## config.mk

```make
export PLATFORM = sky130hd
export DESIGN_NAME = fpu_arb
export DESIGN_NICKNAME = d
export VERILOG_FILES = /design/src/rtl/fpu_arb.sv
export SDC_FILE = /design/constraint.sdc
export NUM_CORES = 1
export LEC_CHECK = 0
export CORE_MARGIN = 10
export CORE_UTILIZATION = 31
export DETAILED_ROUTE_END_ITERATION = 8
export GPL_ROUTABILITY_DRIVEN = 0
export GPL_TIMING_DRIVEN = 0
export PLACE_DENSITY_LB_ADDON = 0.2
export SLEW_MARGIN = 20
export SYNTH_ARGS = -nofsm -noshare
export SYNTH_HDL_FRONTEND = slang
export SYNTH_SLANG_ARGS = --single-unit
export TNS_END_PERCENT = 5
```

## constraint.sdc

```tcl
create_clock -name clk -period 1.5 [get_ports clk]
set_input_delay 0.225 -clock clk [delete_from_list [all_inputs] [get_ports clk]]
set_output_delay 0.225 -clock clk [all_outputs]
set_load 0.1 [all_outputs]
```

## src/rtl/fpu_arb.sv

```systemverilog
// fpu_arb: round-robin arbiter that shares one multi-cycle float unit among
// N requesters. The winner's operands are latched, the unit is cleared for
// one cycle, started for one cycle, then the FSM waits for fu_done under a
// watchdog and returns the result with a one-cycle one-hot ack.
//
// Handshake: req is a level request; a requester holds req until its ack
// pulse. The ack cycle is the only cycle in which res/err are meaningful.
// On the float-unit side, fu_start is a one-cycle pulse and fu_done is a
// level that is only looked at while waiting for the result.
module fpu_arb #(
  parameter int S   = 32,
  parameter int N   = 4,
  parameter int TMO = 64
) (
  input  logic                   clk,
  input  logic                   rst,
  input  logic [N-1:0]           req,
  input  logic [N*S-1:0]         a,
  input  logic [N*S-1:0]         b,
  output logic [N-1:0]           ack,
  output logic [S-1:0]           res,
  output logic                   err,
  output logic                   busy,
  output logic                   fu_rst_n,
  output logic                   fu_start,
  output logic [S-1:0]           fu_a,
  output logic [S-1:0]           fu_b,
  input  logic [S-1:0]           fu_o,
  input  logic                   fu_done,
  output logic [2:0]             state_dbg,
  output logic [$clog2(N)-1:0]   ptr_dbg
);

  localparam int IW = $clog2(N);
  localparam int CW = $clog2(TMO);

  typedef enum logic [2:0] {
    IDLE    = 3'd0,
    CLEAR   = 3'd1,
    ISSUE   = 3'd2,
    WAIT    = 3'd3,
    DELIVER = 3'd4
  } state_t;

  state_t        state_q, state_d;
  logic [IW-1:0] ptr_q, ptr_d;
  logic [IW-1:0] win_q, win_d;
  logic [S-1:0]  fu_a_q, fu_a_d;
  logic [S-1:0]  fu_b_q, fu_b_d;
  logic [CW-1:0] cnt_q, cnt_d;
  logic [S-1:0]  res_q, res_d;
  logic          err_q, err_d;

  logic          pick_vld;
  logic [IW-1:0] pick_idx;
  logic [IW:0]   rr_sum;

  // Round-robin search: first requester at or above ptr, wrapping modulo N.
  always_comb begin
    pick_vld = 1'b0;
    pick_idx = '0;
    rr_sum   = '0;
    for (int j = 0; j < N; j++) begin
      rr_sum = {1'b0, ptr_q} + (IW+1)'(j);
      if (rr_sum >= (IW+1)'(N)) rr_sum = rr_sum - (IW+1)'(N);
      if (!pick_vld && req[rr_sum[IW-1:0]]) begin
        pick_vld = 1'b1;
        pick_idx = rr_sum[IW-1:0];
      end
    end
  end

  // State and datapath registers; reset aborts any operation in flight.
  always_ff @(posedge clk) begin
    if (rst) begin
      state_q <= IDLE;
      ptr_q   <= '0;
      win_q   <= '0;
      fu_a_q  <= '0;
      fu_b_q  <= '0;
      cnt_q   <= '0;
      res_q   <= '0;
      err_q   <= 1'b0;
    end else begin
      state_q <= state_d;
      ptr_q   <= ptr_d;
      win_q   <= win_d;
      fu_a_q  <= fu_a_d;
      fu_b_q  <= fu_b_d;
      cnt_q   <= cnt_d;
      res_q   <= res_d;
      err_q   <= err_d;
    end
  end

  // Next-state logic: grant, clear, start, wait with watchdog, deliver.
  always_comb begin
    state_d = state_q;
    ptr_d   = ptr_q;
    win_d   = win_q;
    fu_a_d  = fu_a_q;
    fu_b_d  = fu_b_q;
    cnt_d   = cnt_q;
    res_d   = res_q;
    err_d   = err_q;
    case (state_q)
      IDLE: begin
        if (pick_vld) begin
          win_d   = pick_idx;
          fu_a_d  = a[int'(pick_idx)*S +: S];
          fu_b_d  = b[int'(pick_idx)*S +: S];
          state_d = CLEAR;
        end
      end
      CLEAR: begin
        state_d = ISSUE;
      end
      ISSUE: begin
        cnt_d   = '0;
        state_d = WAIT;
      end
      WAIT: begin
        if (fu_done) begin
          res_d   = fu_o;
          err_d   = 1'b0;
          state_d = DELIVER;
        end else if (cnt_q == CW'(TMO-1)) begin
          res_d   = '0;
          err_d   = 1'b1;
          state_d = DELIVER;
        end else begin
          cnt_d = cnt_q + CW'(1);
        end
      end
      DELIVER: begin
        ptr_d   = (win_q == IW'(N-1)) ? '0 : win_q + IW'(1);
        state_d = IDLE;
      end
      default: begin
        state_d = IDLE;
      end
    endcase
  end

  // Moore outputs decoded from the registered state.
  always_comb begin
    ack = '0;
    if (state_q == DELIVER) ack[win_q] = 1'b1;
    res       = (state_q == DELIVER) ? res_q : '0;
    err       = (state_q == DELIVER) ? err_q : 1'b0;
    busy      = (state_q != IDLE);
    fu_rst_n  = !(rst || (state_q == CLEAR));
    fu_start  = (state_q == ISSUE);
    fu_a      = fu_a_q;
    fu_b      = fu_b_q;
    state_dbg = state_q;
    ptr_dbg   = ptr_q;
  end

endmodule

```

==> results.md <==
- **post-synthesis sequential element count** 110
- **Hold Path Sink** cnt_q[2]$_SDFFE_PP0P_
- **layout cell share with drive strength beyond 1** 34.28%
- **post-route clock period utilization** 130.3%
- **maximum number of pins on one net before global-route repair** 22
- **clock slew at the register clock pins of the worst setup and hold paths** 0.08 ns
- **Top-Level Pins** 404
- **Achievable Freq** 511.5 MHz
- **die boundary width** 167.2 um
- **Finish-stage setup viols** 131
- **crit path max fanout** 7
- **area of the placeable core** 21150 um^2
- **post-route clock skew** 0.01058 ns
- **leading cell type in the layout, fill and taps excluded** clkdlybuf4s50_1
- **DRT Pass-1 Iters** 7
- **number of antenna violations at the first check in global routing** 1
- **VDD IR-drop max** 0.4566 mV
- **post-detailed-routing wire length** 33530 um
- **post-route cell area** 12770 um^2
- **CTS H-tree lvls** 3
- **power after layout** 10.43 mW
- **Worst Path Arrival** 2.20 ns
- **unrepaired setup endpoints after global routing** yes
- **Synthesized Nets** 1057
- **Congestion Overflow GR** 0
- **crit path kind** reg -> reg
- **R2R setup slack** -0.45 ns
- **number of design-rule violations left by the first detailed-router iteration** 350
- **path type of the worst min-delay path** in -> reg
- **clock tree from TritonCTS** built
- **post-route minimum period** 1.955 ns
- **WHS Path Cells** 2
- **number of enable flip-flop cells after synthesis** 0
- **Crit. End Element** flip-flop
- **pwr/cell area** 817.3 nW/um^2
- **required time reported for the critical path endpoint** 1.75 ns
- **initial core utilization** 31.73%
- **drt wl/cell** 22.82 um
- **total of fill cells in the finished design** 1785
- **number of I/O port buffers** 402
- **number of buffers created by CTS** 9
- **post-synthesis to final-layout area growth** 90.20%
- **commonest cells after routing, fill and taps aside** 289 x clkdlybuf4s50_1, 101 x dfxtp_1, 72 x buf_2
- **clock tree root buffer cell** clkbuf_16
- **Async S/R FF share, synth** 0%
- **largest cells by area after synthesis** dfxtp_1 33%, o211ai_2 11%, mux2i_1 9.8%, a21bo_1 8.9%, o21ai_0 4.8%
- **Worst R2R Start** ptr_dbg[1]$_SDFFE_PP0P_
- **cell area after technology mapping** 6713 um^2
- **count of unique library cells instantiated by Yosys** 47
- **FF+latch area** 2223 um^2
- **Avg Inst Size Synth** 8.867 um^2
- **FF-to-FF path depth** 8
- **start point of the worst hold path** rst
- **min setup slack post-route** -0.4549 ns
- **leakage power summed over all cells** 4.951 nW
- **Global Route Usage Sum** 21.71%
- **Die Outline Area** 27940 um^2
- **Core Rows** 53
- **startpoint types** flip-flop
- **die extent in y** 167.2 um
- **Warnings, synthesis** 0
- **clk buf depth** 2
- **Final Hold Viols** 0
- **violations in the final reports** negative setup slack
- **area of the multi-input gates** 4801 um^2
- **wire length of the first global-routing pass** 48140 um
- **setup total negative slack** -38.31 ns
- **via-per-instance ratio** 5.188
- **final-stage net count** 1488
- **share of synthesized area occupied by flip-flops and latches** 32.81%
- **drc violations** 0
- **fin. max-slew vios** 0
- **Detailed Place HPWL** 25750 um
- **Synth top area share** 32.81%
- **status** finished, violations left
- **cell area after placement** 11380 um^2
- **number of global-route vias before repair** 7807
- **Least-Margin Pin Slew** 0.9712 ns
- **antenna viol nets, final** 0
- **worst slew margin relative to its limit** 35.51%
- **R2R Path End** fu_a[3]$_SDFFE_PP0P_
- **biggest area consumer among synthesized cells** dfxtp_1
- **most common flop cell mapped by yosys** dfxtp_1
- **DR vias** 7621
- **clock latency of the later-clocked register in the worst-skew pair** 0.36 ns
- **Max-cap violations** 0
- **cells after synthesis** 757
- **number of clock sinks** 110
-- critical path, stage by stage, from the launching register on --
cell and delay, ns:
dfxtp_4 0.36, buf_8 0.12, mux2i_4 0.28, o22ai_4 0.12, nor2_4 0.21, clkbuf_16 0.22
clkbuf_16 0.16, mux2i_2 0.27, o211ai_2 0.10
-- state kept, by name, summed over array words and instances, names as in the netlist --
name	flops
res_q	32
ptr_dbg	2
fu_a	32
cnt_q	6
win_q	2
state_dbg	3
fu_b	32
err_q	1
-- report_power, final --
| group | switching, mW | total (mW) | leakage, nW | internal [mW] |
|---|---|---|---|---|
| logic | 2.91 | 4.63 | 3.90 | 1.72 |
| registers | 0.136 | 3.29 | 0.905 | 3.16 |
| clock network | 1.32 | 2.51 | 0.149 | 1.19 |
| total | 4.36 | 10.4 | 4.95 | 6.07 |
-- routing by layer --
metal / part of all wire [%] / GRT usage [%]
met1: 40 / 25.51
met2: 51 / 38.07
met3: 7.8 / 6.227
met4: 1.4 / 5.148
met5: 0 / 0
-- kinds of logic (layout without fill, tap and decap cells) --
logic type,Yosys count,count (layout),synth area share (%)
compound gates,250,250,32.69
xor+xnor,3,3,0.3915
fa+ha+maj,5,5,0.9320
buf+inv,80,516,6.021
flops,110,110,32.81
mux,68,68,10.18
other cells,0,1,0
simple gates,241,241,16.98
-- synthesized netlist by cell type (2+ instances only) --
cell	count
dfxtp_1	110
nand2_1	71
mux2i_1	66
o21ai_0	65
nand3_1	64
a21bo_1	60
o211ai_2	60
nor2_1	51
clkbuf_1	38
and3_1	37
a22oi_1	35
buf_2	23
buf_6	7
buf_4	6
a21oi_1	5
ha_1	5
a21bo_2	4
and2_1	4
inv_1	4
o211ai_1	4
nor3_1	3
xnor2_1	3
a211oi_1	2
a31oi_1	2
and3b_1	2
buf_1	2
mux2_2	2
nor3b_1	2
o22ai_1	2
-- cell type report --
| type | instances | area share (%) |
|---|---|---|
| antenna | 1 | 0.01960 |
| buffer | 74 | 5.263 |
| clock buffer | 9 | 1.764 |
| clock inverter | 7 | 0.5782 |
| inverter | 4 | 0.1176 |
| multi-input combinational | 567 | 37.60 |
| sequential | 110 | 17.41 |
| tap | 275 | 2.695 |
| timing repair buffer | 422 | 34.55 |
-- worst max path at each step --
stage                               from                    end  depth (start not counted)  slack, ns
2_1_floorplan    ptr_dbg[1]$_SDFFE_PP0P_  fu_a[10]$_SDFFE_PP0P_                          8      -0.41
3_3_place_gp   state_dbg[1]$_SDFFE_PP0P_                res[11]                          6      -1.08
3_5_place_dp   state_dbg[1]$_SDFFE_PP0P_                res[11]                          6      -1.10
4_1_cts        state_dbg[1]$_SDFFE_PP0P_                 ack[1]                          6      -0.42
5_1_grt          ptr_dbg[1]$_SDFFE_PP0P_   fu_a[3]$_SDFFE_PP0P_                          8      -0.53
6_report         ptr_dbg[1]$_SDFFE_PP0P_   fu_a[3]$_SDFFE_PP0P_                          8      -0.45
-- through the flow --
stage	hold slack [ns]	util, %	cells	setup WS [ns]
CTS	0.3503	58.72	1455	-0.4246
global placement	0.4537	53.79	1434	-1.084
detailed placement	0.4597	53.79	1434	-1.097
finish	0.3843	60.35	1469	-0.4549
floorplan	0.3855	-	757	-0.4063
global route	0.3775	60.35	1469	-0.5337
-- what timing repair did --
item                                    4_1_cts  5_1_grt
hold endpoints to repair                      0        0
resized for setup                           757      128
hold buffers                                  0        0
cloned                                        3        6
buffers inserted                              4        7
pin swaps                                     9       16
endpoints found under the setup margin      214      179
Power figures use the tool's default switching activity.
